**src/rtl/unified_mem_arbiter.sv**
```systemverilog
// Arbitrates one async-read / sync-write memory between instruction fetch and load/store.
// Load/store wins ties until a burst limit is hit, then fetch gets one slot.
module unified_mem_arbiter #(
  parameter int ADDR_W       = 8,
  parameter int DATA_W       = 32,
  parameter int MAX_DM_BURST = 4
) (
  input  logic                clk,
  input  logic                rst,
  input  logic                if_req,
  input  logic [ADDR_W-1:0]   if_addr,
  output logic                if_gnt,
  output logic                if_valid,
  output logic [DATA_W-1:0]   if_rdata,
  input  logic                dm_req,
  input  logic                dm_we,
  input  logic [DATA_W/8-1:0] dm_mask,
  input  logic [ADDR_W-1:0]   dm_addr,
  input  logic [DATA_W-1:0]   dm_wdata,
  output logic                dm_gnt,
  output logic                dm_valid,
  output logic [DATA_W-1:0]   dm_rdata,
  output logic                mem_request,
  output logic                mem_we_re,
  output logic [DATA_W/8-1:0] mem_mask,
  output logic [ADDR_W-1:0]   mem_address,
  output logic [DATA_W-1:0]   mem_data_in,
  input  logic [DATA_W-1:0]   mem_data_out
);
  localparam int MW    = DATA_W / 8;
  localparam int CNT_W = $clog2(MAX_DM_BURST + 1);
  localparam logic [CNT_W-1:0] CNT_MAX = CNT_W'(MAX_DM_BURST);

  typedef enum logic [1:0] {S_IDLE, S_IF, S_DM} state_e;

  state_e            state_q, state_d;
  logic [CNT_W-1:0]  dm_cnt_q, dm_cnt_d;
  logic [DATA_W-1:0] if_rdata_q, dm_rdata_q;
  logic              burst_full;

  assign burst_full = (dm_cnt_q == CNT_MAX);

  // Grants are held low during reset so nothing reaches the memory.
  always_comb begin
    if_gnt = 1'b0;
    dm_gnt = 1'b0;
    if (rst) begin
      if (dm_req && !(if_req && burst_full)) dm_gnt = 1'b1;
      else if (if_req)                       if_gnt = 1'b1;
    end
  end

  always_comb begin
    dm_cnt_d = dm_cnt_q;
    if (!if_req || if_gnt)        dm_cnt_d = '0;
    else if (dm_gnt && !burst_full) dm_cnt_d = dm_cnt_q + CNT_W'(1);
  end

  always_comb begin
    mem_request = 1'b0;
    mem_we_re   = 1'b0;
    mem_mask    = '0;
    mem_address = '0;
    mem_data_in = '0;
    if (if_gnt) begin
      mem_request = 1'b1;
      mem_address = if_addr;
    end else if (dm_gnt) begin
      mem_request = 1'b1;
      mem_we_re   = dm_we;
      mem_mask    = dm_we ? dm_mask : {MW{1'b0}};
      mem_address = dm_addr;
      mem_data_in = dm_wdata;
    end
  end

  // Owner FSM: state register / next state / outputs.
  always_ff @(posedge clk or negedge rst) begin
    if (!rst) state_q <= S_IDLE;
    else      state_q <= state_d;
  end

  always_comb begin
    state_d = S_IDLE;
    if (if_gnt)      state_d = S_IF;
    else if (dm_gnt) state_d = S_DM;
  end

  always_comb begin
    if_valid = (state_q == S_IF);
    dm_valid = (state_q == S_DM);
  end

  always_ff @(posedge clk or negedge rst) begin
    if (!rst) begin
      dm_cnt_q   <= '0;
      if_rdata_q <= '0;
      dm_rdata_q <= '0;
    end else begin
      dm_cnt_q <= dm_cnt_d;
      if (if_gnt)            if_rdata_q <= mem_data_out;
      if (dm_gnt && !dm_we)  dm_rdata_q <= mem_data_out;
    end
  end

  assign if_rdata = if_rdata_q;
  assign dm_rdata = dm_rdata_q;

endmodule

```
**config.mk**
```make
export PLATFORM = sky130hd
export DESIGN_NAME = unified_mem_arbiter
export DESIGN_NICKNAME = d
export VERILOG_FILES = /design/src/rtl/unified_mem_arbiter.sv
export SDC_FILE = /design/constraint.sdc
export NUM_CORES = 1
export LEC_CHECK = 0
export CELL_PAD_IN_SITES_DETAIL_PLACEMENT = 0
export CELL_PAD_IN_SITES_GLOBAL_PLACEMENT = 1
export CORE_AREA = 2 2 101 123
export DETAILED_ROUTE_END_ITERATION = 7
export DIE_AREA = 0 0 103 125
export GPL_TIMING_DRIVEN = 0
export PLACE_DENSITY = 0.78
export SYNTH_ARGS = -nofsm -noshare
export SYNTH_HDL_FRONTEND = slang
export SYNTH_SLANG_ARGS = --single-unit
```
**constraint.sdc**
```tcl
create_clock -name clk -period 2.6 [get_ports clk]
set_clock_uncertainty 0.15 [all_clocks]
set_input_delay 0.78 -clock clk [delete_from_list [all_inputs] [get_ports clk]]
set_output_delay 0.78 -clock clk [all_outputs]
set_load 0.01 [all_outputs]
```
* Yosys cells after proc, flatten, opt, wreduce, memory -nomap -nowiden *
Cells that the tools add are included.

operators by class
  mux-type cells = 20
  reduce and logical (&&, ||, !) cells = 10
  equality and inequality tests = 3
  $add $sub $neg = 1

operator list
  cell                 number
  $mux 32              2
  $mux 8               2
  $mux 4               3
  $mux 1               9
  $mux 3               2
  $logic_and 1x1->1    4
  $logic_not 1->1      4
  $mux 2               2
  $add 3x1->3 const B  1
  $eq 3x3->1 const B   1
  $eq 2x1->1 const B   1
  $eq 2x2->1 const B   1
  $reduce_bool 2->1    1
  $logic_or 1x1->1     1

storage, ports and cells
  logic and storage cells = 38
  bits of input ports = 89
  output and inout bits = 114
  register bits after elaboration = 69

* Logic depth before layout (Yosys ltp) *
Gate-level depths: netlist of the first run.

  word-level depth = 9
  gate-level depth with buffers = 6
  gate-level depth less buffers = 5

* Worst setup path before layout of the first run *
Ideal clock, no wire load.

  path type = input-to-output
  start point = input if_req
  end point = output mem_mask[1]
  path buffers = 2
  stages = 5
  slack = -38 ps
  arrival = 1708 ps
  required time = 1670 ps
  cell sequence = buf_2 nand2_1 a21oi_2 buf_6 and4b_1

on the way
  elaborated cells between the ends (all ways) = 10
  classes of those cells = mux: 7; reduce/logical: 3

RTL lines
  element             RTL line  source
  start: declaration  10        input logic if_req,
  $logic_and 1x1->1   48        if (dm_req && !(if_req && burst_full)) dm_gnt = 1'b1;
  $logic_not 1->1     48
  $logic_and 1x1->1   48
  $mux 1 *            48
  $mux 1 *            47        if (rst) begin
  named net if_gnt    12        output logic if_gnt,
  $mux 4 *            65        if (if_gnt) begin
  end: declaration    25        output logic [DATA_W/8-1:0] mem_mask,

Mark *: on every way through the listed nets, which the timed path passes. The rest lies on a longest branch.

* Final worst setup path of the first run *
  start point = input dm_req
  end point = output mem_data_in[3]

on the way
  longest elaborated chain between the ends = 5
  elaborated cells between the ends (all ways) = 7
  classes of those cells = mux: 6; reduce/logical: 1

RTL lines
  element              RTL line  source
  start: declaration   15        input logic dm_req,
  $logic_and 1x1->1 *  48
  $mux 1               48
  $mux 1               47
  $mux 32              68        end else if (dm_gnt) begin
  $mux 32 *            65
  end: declaration     27        output logic [DATA_W-1:0] mem_data_in,

Every way passes the cells marked *; elsewhere a longest branch is shown, timed or not.

==> results of run 1 <==
cell type report:
cell class              instances  area [µm²]  area share [%]
repair buffers                226        2110            36.5
inverters                       3        11.3           0.195
clock inverters                 6        46.3           0.803
well taps                     161         201            3.49
flip-flops and latches         69        1730            29.9
plain buffers                  12         144            2.49
multi-input cells             132        1300            22.6
clock buffers                  10         229            3.97
metal layers:
layer	share of wire, %	wire (µm)	vias up	GRT usage, %
li1	-	-	1227	-
met4	1.6	161	0	5.03
met1	35	3420	1283	14.1
met3	12	1210	15	6.43
met5	0	0	-	0
met2	51	5060	150	27.0
timing repair:
item | in CTS | in global routing
cloned | 3 | 0
endpoints found under the hold margin | 0 | 0
gates resized for setup | 227 | 11
setup endpoints to repair | 63 | 46
pin swaps | 11 | 1
setup buffers | 18 | 3
worst max-delay path, stage by stage:
cell	delay [ps]
buf_6	120
nand2_8	70
a31oi_4	160
buf_12	150
clkbuf_8	140
buf_6	100
and2_4	150
buf_6	100
through the flow:
step	worst slack (ps)	power (µW)
5_1_grt	-184	3730
4_1_cts	-126	3620
2_1_floorplan	9.60	1740
6_report	-106	3560
3_3_place_gp	-4040	2400
3_5_place_dp	-1470	2430
power groups by stage:
stage	logic, µW	registers, µW	clock network (µW)
5_1_grt	1130	1390	1210
6_report	1060	1370	1130
3_3_place_gp	1030	1380	0
4_1_cts	1080	1370	1170
2_1_floorplan	275	1470	0
3_5_place_dp	1040	1390	0
kinds of logic after synthesis:
logic type                 Yosys count  share of synthesized area [%]
buffers and inverters               15                           3.66
and+or+nand+nor                     50                           9.95
adders and majority gates            2                          0.812
DFF                                 69                           56.1
muxes                               64                           24.6
AOI/OAI and AO/OA                   16                           4.91
placed cells by master, fill, tap and decap left out, types with 2 or more instances in the layout:
master	count
a21boi_0	2
a22o_1	8
and2_1	28
and2_4	5
and3_1	3
buf_12	2
buf_2	37
buf_4	16
buf_6	21
clkbuf_16	9
clkbuf_8	2
clkdlybuf4s15_2	3
clkdlybuf4s50_1	150
clkinvlp_4	2
dfrtp_1	69
dlygate4sd2_1	2
inv_2	2
inv_6	2
mux2_2	53
mux2_4	10
nand2_1	2
nor2_1	3
nor2b_1	2
nor3b_1	2
how the worst min path moves through the flow:
stage                                         from                        to  slack (ps)  cells after the start
after floorplan                                rst   dm_cnt_q[0]$_DFFE_PN0P_         330                      0
after global placement    dm_rdata[26]$_DFFE_PN0P_  dm_rdata[26]$_DFFE_PN0P_         320                      1
after detailed placement  dm_rdata[26]$_DFFE_PN0P_  dm_rdata[26]$_DFFE_PN0P_         330                      1
after CTS                                      rst   dm_cnt_q[2]$_DFFE_PN0P_         220                      2
after global routing                           rst   dm_cnt_q[2]$_DFFE_PN0P_         220                      2
final                                          rst      state_q[0]$_DFF_PN0_         230                      2
flip-flops by register name, indices dropped and copies added, names as in the netlist:
register	flops
dm_cnt_q	3
state_q	2
dm_rdata	32
if_rdata	32
==> flow_summary.ini, run 1 <==
[worst_hold_path]
min_path_type = in2async

[clocking]
cts.clk_slew.worst_paths_ps = 60
root_buffer = clkbuf_16
cts_tree = yes
hold_buffers = 0
cts.htree.levels = 3
numCtsBuffers = 9
cts_num_sinks = 69
worstSkewPairLatency_ps = 320
cts_buffer_depth = 2

[run]
cap_violations = 0

[global_routing]
antenna_found_initial = 0
grt_pass1_vias = 2882
grtUsageTotal_pct = 14.7
grt_max_degree = 43
grt.overflow.total = 0
grt_first_pass_wirelength_um = 14400

[power]
netSwitchingPower_uw = 946
p_clk_share_pct = 31.8
pwr-share-seq_pct = 38.5
swShare_pct = 26.6
power_leakage_uw = 0.00254
p_per_area_nw_per_um2 = 617
ir_drop_mv = 0.502
p_int_uw = 2610
combPwrFrac_pct = 29.7

[synth]
syn_nets = 307
synth_area_leaders = dfrtp_1 56%, mux2_2 19%, and2_1 6.7%
synth_common_cells = 69 x dfrtp_1, 53 x mux2_2, 33 x and2_1
syn_area_um2 = 3080
synthFlopType = dfrtp_1
syn_inst = 216
synth_area_per_cell_um2 = 14.3
ys_ff_latch = 69
yosys_warnings = 0
ys_seq_area_share_pct = 56.1
synth-async-reset-ratio_pct = 100
synth_edf_count = 0
synth_top_area_share_pct = 56.1
yosys.cell_types.count = 27
synth_top_area_cell = dfrtp_1
post-synth-top-count-cell = dfrtp_1

[final_layout]
fin_util_pct = 49.0
final-instance-count-excl-fill = 619
fin_area_um2 = 5770
fillers = 1121
nets = 544
syn2layout_area_growth_pct = 87.2
num_antenna_cells = 0
layout-drive-gt1-share_pct = 38.6

[placed_design]
place_hpwl_um = 7120
io_buffers = 201
place_area_um2 = 5320
dp.cells = 579
place_congestion = 0.690

[critical_path]
start_kind = primary input
rrSetupSlack_ps = 350
crit_path_end_kind = primary output
arrival_ps = 1780
crit_type = in2out
required_ps = 1670
crit_path_max_fanout = 8
setup.worst_path.end = mem_data_in[3]
r2r-start = dm_cnt_q[1]$_DFFE_PN0P_
rr_worst_depth = 7
timing.rr.end = dm_rdata[22]$_DFFE_PN0P_
critPathLaunch = dm_req

[route]
wirelength_um = 9860
drt-initial-drc-count = 27
viasPerCell = 4.32
dr.pass1.iters = 2
drc = 0
dr_total_vias = 2675
antenna_left = 0
avgRoutedWirePerCell_um = 15.9

[sta]
rsz0062_at_grt = yes
setup_tns_ps = -1160
max_freq_ghz = 0.370
worst_hold_slack_ps = 229
hold_viol = 0
worst_pin_slew_ps = 522
slew_headroom_pct = 65.2
period_needed_ps = 2710
drv_slew = 0
setup_ws_ps = -106
setup_viol = 17
finalCritPeriodShare_pct = 104

[floorplanning]
die_area_um2 = 12900
dieWidth_um = 103
die_height_um = 125
pin_count = 203
initial_core_util_pct = 26.1
core_um2 = 11800
row_count = 44

[status]
outcome = finished, violations left
violations = setup timing
No activity file was read; power rests on OpenSTA's default activity.
==> inputs of run 2 (changes only) <==
--- a/config.mk
+++ b/config.mk
@@ -7,11 +7,12 @@
 export LEC_CHECK = 0
 export CELL_PAD_IN_SITES_DETAIL_PLACEMENT = 0
 export CELL_PAD_IN_SITES_GLOBAL_PLACEMENT = 1
-export CORE_AREA = 2 2 101 123
+export CORE_AREA = 2 2 75 91
 export DETAILED_ROUTE_END_ITERATION = 7
-export DIE_AREA = 0 0 103 125
+export DIE_AREA = 0 0 77 93
+export DONT_BUFFER_PORTS = 1
 export GPL_TIMING_DRIVEN = 0
-export PLACE_DENSITY = 0.78
+export PLACE_DENSITY = 0.8
 export SYNTH_ARGS = -nofsm -noshare
 export SYNTH_HDL_FRONTEND = slang
 export SYNTH_SLANG_ARGS = --single-unit
==> constraint.sdc (replaced) <==
create_clock -name clk -period 3.25 [get_ports clk]
set_clock_uncertainty 0.15 [all_clocks]
set_input_delay 0.975 -clock clk [delete_from_list [all_inputs] [get_ports clk]]
set_output_delay 0.975 -clock clk [all_outputs]
set_load 0.01 [all_outputs]
==> run 2 against run 1 <==
The flow now finishes without violations. Clock power shrank 38%. Worst hold slack lost 61 ps. Worst setup slack gained 220 ps. Sequential power shrank 12%. Critical endpoint is now mem_data_in[18]. Utilization grew 5.2 points.
==> flow_summary.ini, run 2 (synthesis results as in run 1) <==
[final_layout]
layout.cells.most_common_list = 69 x dfrtp_1, 53 x mux2_2, 33 x and2_1
final_common_cell = dfrtp_1
fillers = 535
nets = 320
syn2layout_area_growth_pct = 11.2
fin_area_um2 = 3420
final-instance-count-excl-fill = 322
layout-drive-gt1-share_pct = 41.0

[floorplanning]
dieWidth_um = 77
row_count = 32
core_um2 = 6330
initial_core_util_pct = 48.7
pin_count = 203
die_area_um2 = 7160
die_height_um = 93

[critical_path]
r2r-start = dm_cnt_q[0]$_DFFE_PN0P_
start_kind = primary input
crit_path_end_kind = primary output
timing.rr.end = dm_rdata[5]$_DFFE_PN0P_
rr_worst_depth = 5
crit_type = in2out
arrival_ps = 2010
rrSetupSlack_ps = 1090
required_ps = 2120
crit_path_max_fanout = 10

[global_routing]
grt_pass1_vias = 1879
grt.overflow.total = 0
grt_first_pass_wirelength_um = 11200
grtUsageTotal_pct = 22.2
antenna_found_initial = 3
grt_max_degree = 76

[clocking]
cts_buffer_depth = 2
worstSkewPairLatency_ps = 340
hold_buffers = 0
cts.htree.levels = 3
cts_tree = yes
root_buffer = clkbuf_8
cts.clk_slew.worst_paths_ps = 80
cts_num_sinks = 69
numCtsBuffers = 9

[placed_design]
place_hpwl_um = 6090
place_area_um2 = 3190
place_congestion = 0.788
dp.cells = 301
io_buffers = 0

[power]
p_total_uw = 2160
p_per_area_nw_per_um2 = 630
ir_drop_mv = 0.341
swShare_pct = 29.1
power_leakage_uw = 0.00149
p_clk_share_pct = 32.7
p_int_uw = 1530
pwr-share-seq_pct = 55.7
netSwitchingPower_uw = 628
combPwrFrac_pct = 11.6

[run]
cap_violations = 0

[sta]
rsz0062_at_grt = no
worst_pin_slew_ps = 539
finalCritPeriodShare_pct = 96.4
worst_hold_slack_ps = 168
setup_tns_ps = 0
max_freq_ghz = 0.319
hold_viol = 0
drv_slew = 0
slew_headroom_pct = 64.1
setup_viol = 0
period_needed_ps = 3130

[route]
drt-initial-drc-count = 72
avgRoutedWirePerCell_um = 25.0
wirelength_um = 8050
antenna_left = 0
dr_total_vias = 1844
viasPerCell = 5.73
drc = 0
dr.pass1.iters = 4

[status]
outcome = completed

[worst_hold_path]
min_path_type = in2async
## run 2: cell count changes in the layout (fill, tap and decap cells not counted), moves of 7 or more
cell	before	now
clkbuf_8	2	9
buf_6	21	7
clkdlybuf4s50_1	150	0
buf_4	16	2
buf_2	37	3
clkbuf_16	9	0
## run 2: critical path, cell delays in order
cell and delay (ps):
buf_2 170, a31oi_4 310, buf_2 260, and2_1 290
## run 2: final cells by class
cell class | instances | area (µm²) | share of cell area (%)
clock buffers | 9 | 124 | 3.62
flip-flops and latches | 69 | 1730 | 50.4
diodes | 3 | 7.51 | 0.219
well taps | 85 | 106 | 3.11
clock inverters | 7 | 73.8 | 2.16
multi-input cells | 132 | 1260 | 36.7
inverters | 3 | 11.3 | 0.329
plain buffers | 12 | 103 | 3.00
repair buffers | 2 | 15.0 | 0.438
## run 2: timing repair
| item | in CTS | in global routing |
|---|---|---|
| endpoints found under the setup margin | 18 | 38 |
| gates resized for setup | 1 | 3 |
| buffers inserted | 0 | 2 |
| pin swaps | 0 | 1 |
## run 2: metal layers
| metal | global-route usage (%) | share of wire [%] | routed length, µm |
|---|---|---|---|
| met5 | 0 | 0 | 0 |
| met4 | 14.0 | 3.5 | 282 |
| met2 | 36.5 | 51 | 4080 |
| met3 | 11.8 | 13 | 1020 |
| met1 | 22.0 | 33 | 2660 |
## run 2: how the worst max path moves through the flow
stage                            startpoint              end  slack, ps  cells after the start
floorplan                            if_req      mem_mask[1]        220                      5
global placement                     if_req      mem_mask[1]        -20                      5
detailed placement                   if_req   mem_data_in[7]        -10                      4
CTS                                  if_req   mem_data_in[7]        -20                      4
global route        dm_cnt_q[0]$_DFFE_PN0P_  mem_data_in[23]         10                      5
finish                               if_req  mem_data_in[18]        120                      4
## run 2: stage by stage
| stage | utilization, % | worst slack [ps] |
|---|---|---|
| after detailed placement | 50.4 | -14.0 |
| final | 54.1 | 117 |
| after floorplan | - | 222 |
| after global placement | 50.4 | -18.4 |
| after CTS | 53.6 | -19.7 |
| after global routing | 54.1 | 9.57 |
## run 2: power groups by stage
stage          logic, µW  clock network, µW  registers [µW]
4_1_cts              252                727            1200
2_1_floorplan        220                  0            1170
3_5_place_dp         252                  0            1220
3_3_place_gp         241                  0            1210
5_1_grt              271                760            1220
6_report             251                705            1200
==> inputs of run 3 (changes only) <==
==> constraint.sdc (replaced) <==
create_clock -name clk -period 3.25 [get_ports clk]
set_clock_uncertainty 0.15 [all_clocks]
set_input_delay 0.975 -clock clk [delete_from_list [all_inputs] [get_ports clk]]
set_output_delay 0.975 -clock clk [all_outputs]
set_load 0.005 [all_outputs]
==> run 3 against run 2 <==
Final cell count unchanged. Non-clock buffer count unchanged. Maximum frequency increased by 0.93%. Worst hold slack about the same. Wire length about the same. Clock power about the same.
==> flow_summary.ini, run 3 (synthesis results as in run 1) <==
[clocking]
cts_tree = yes
numCtsBuffers = 9
cts_buffer_depth = 2
worstSkewPairLatency_ps = 340
cts.clk_slew.worst_paths_ps = 80
root_buffer = clkbuf_8
cts_num_sinks = 69
cts.htree.levels = 3
hold_buffers = 0

[power]
p_total_uw = 2090
power_leakage_uw = 0.00148
p_per_area_nw_per_um2 = 610
ir_drop_mv = 0.332

[sta]
worst_pin_slew_ps = 539
slew_headroom_pct = 64.1
rsz0062_at_grt = no
hold_viol = 0
setup_tns_ps = 0
max_freq_ghz = 0.322
period_needed_ps = 3100
setup_viol = 0
drv_slew = 0
finalCritPeriodShare_pct = 95.5

[global_routing]
busiest_layer = met2
grt.overflow.total = 0
gr-usage-met1_pct = 22.0
gr-usage-met3_pct = 11.8
gr-usage-met2_pct = 36.5
antenna_found_initial = 3
grt_pass1_vias = 1879
grt_first_pass_wirelength_um = 11200
grtUsageTotal_pct = 22.2
grt_max_degree = 76

[route]
dr_total_vias = 1840
avgRoutedWirePerCell_um = 25.0
drc = 0
drt-initial-drc-count = 72
viasPerCell = 5.71
antenna_left = 0
wirelength_um = 8050
dr.pass1.iters = 4

[critical_path]
setup.worst_path.end = mem_data_in[2]
critPathLaunch = if_req
r2r-start = dm_cnt_q[0]$_DFFE_PN0P_
rr_worst_depth = 5
required_ps = 2120
crit_slowest_cell = a31oi_4
max_stage_delay_ps = 310
arrival_ps = 1980
timing.rr.end = dm_rdata[5]$_DFFE_PN0P_
crit_type = in2out
rrSetupSlack_ps = 1090
crit_path_max_fanout = 10
crit_path_end_kind = primary output
crit_chain = buf_2 -> a31oi_4 -> clkbuf_1 -> and2_1
start_kind = primary input

[floorplanning]
pin_count = 203
initial_core_util_pct = 48.7
die_height_um = 93
core_um2 = 6330
dieWidth_um = 77
row_count = 32
die_area_um2 = 7160

[worst_hold_path]
min_path_type = in2async

[final_layout]
fillers = 535
syn2layout_area_growth_pct = 11.1
nets = 320
layout.cells.most_common_list = 69 x dfrtp_1, 53 x mux2_2, 33 x and2_1
final_common_cell = dfrtp_1
fin_area_um2 = 3420
layout-drive-gt1-share_pct = 40.6

[placed_design]
io_buffers = 0
place_congestion = 0.788
place_area_um2 = 3190
place_hpwl_um = 6090

[status]
outcome = completed

[run]
cap_violations = 0
[run 3: power breakdown]
| group | internal, µW | switching (µW) |
|---|---|---|
| clock | 360 | 346 |
| sequential | 1010 | 129 |
| combinational | 157 | 83.5 |
| total | 1530 | 558 |
[run 3: routing by layer]
| metal | part of all wire, % | routed length (µm) |
|---|---|---|
| met1 | 33 | 2660 |
| met2 | 51 | 4080 |
| met3 | 13 | 1020 |
| met4 | 3.5 | 282 |
| met5 | 0 | 0 |
[run 3: per-stage QoR]
stage / hold slack [ps] / utilization (%) / setup WS, ps / cells
final: 168 / 54.1 / 146 / 322
after detailed placement: 369 / 50.4 / 19.3 / 301
after floorplan: 333 / - / 256 / 216
after global placement: 352 / 50.4 / 10.6 / 301
after CTS: 147 / 53.6 / 13.6 / 317
after global routing: 141 / 54.1 / 6.40 / 322
[run 3: how the worst min path moves through the flow]
stage | from | to | slack, ps | cells past startpoint
after global routing | rst | if_rdata[6]$_DFFE_PN0N_ | 140 | 0
after detailed placement | dm_rdata[26]$_DFFE_PN0P_ | dm_rdata[26]$_DFFE_PN0P_ | 370 | 1
final | rst | dm_rdata[4]$_DFFE_PN0P_ | 170 | 0
after global placement | dm_rdata[26]$_DFFE_PN0P_ | dm_rdata[26]$_DFFE_PN0P_ | 350 | 1
after floorplan | dm_rdata[26]$_DFFE_PN0P_ | dm_rdata[26]$_DFFE_PN0P_ | 330 | 1
after CTS | rst | dm_rdata[4]$_DFFE_PN0P_ | 150 | 0
[run 3: repair_timing]
item / 4_1_cts / 5_1_grt
gates cloned: 0 / 0
buffers inserted: 0 / 2
hold endpoints to repair: 0 / 0
pin swaps: 0 / 1
setup endpoints to repair: 2 / 27
resized for setup: 1 / 1
[run 3: worst max-delay path: cells and delay by family]
family,cells,cell delay (ps)
buffers and inverters,2,450
AOI/OAI and AO/OA,1,310
and+or+nand+nor,1,240
[run 3: cell type report]
class | count | area (µm²) | area share (%)
tap | 85 | 106 | 3.11
sequential | 69 | 1730 | 50.4
inverter | 3 | 11.3 | 0.329
buffer | 12 | 101 | 2.96
antenna | 3 | 7.51 | 0.219
timing repair buffer | 2 | 15.0 | 0.439
clock inverter | 7 | 73.8 | 2.16
multi-input combinational | 132 | 1260 | 36.7
clock buffer | 9 | 124 | 3.62
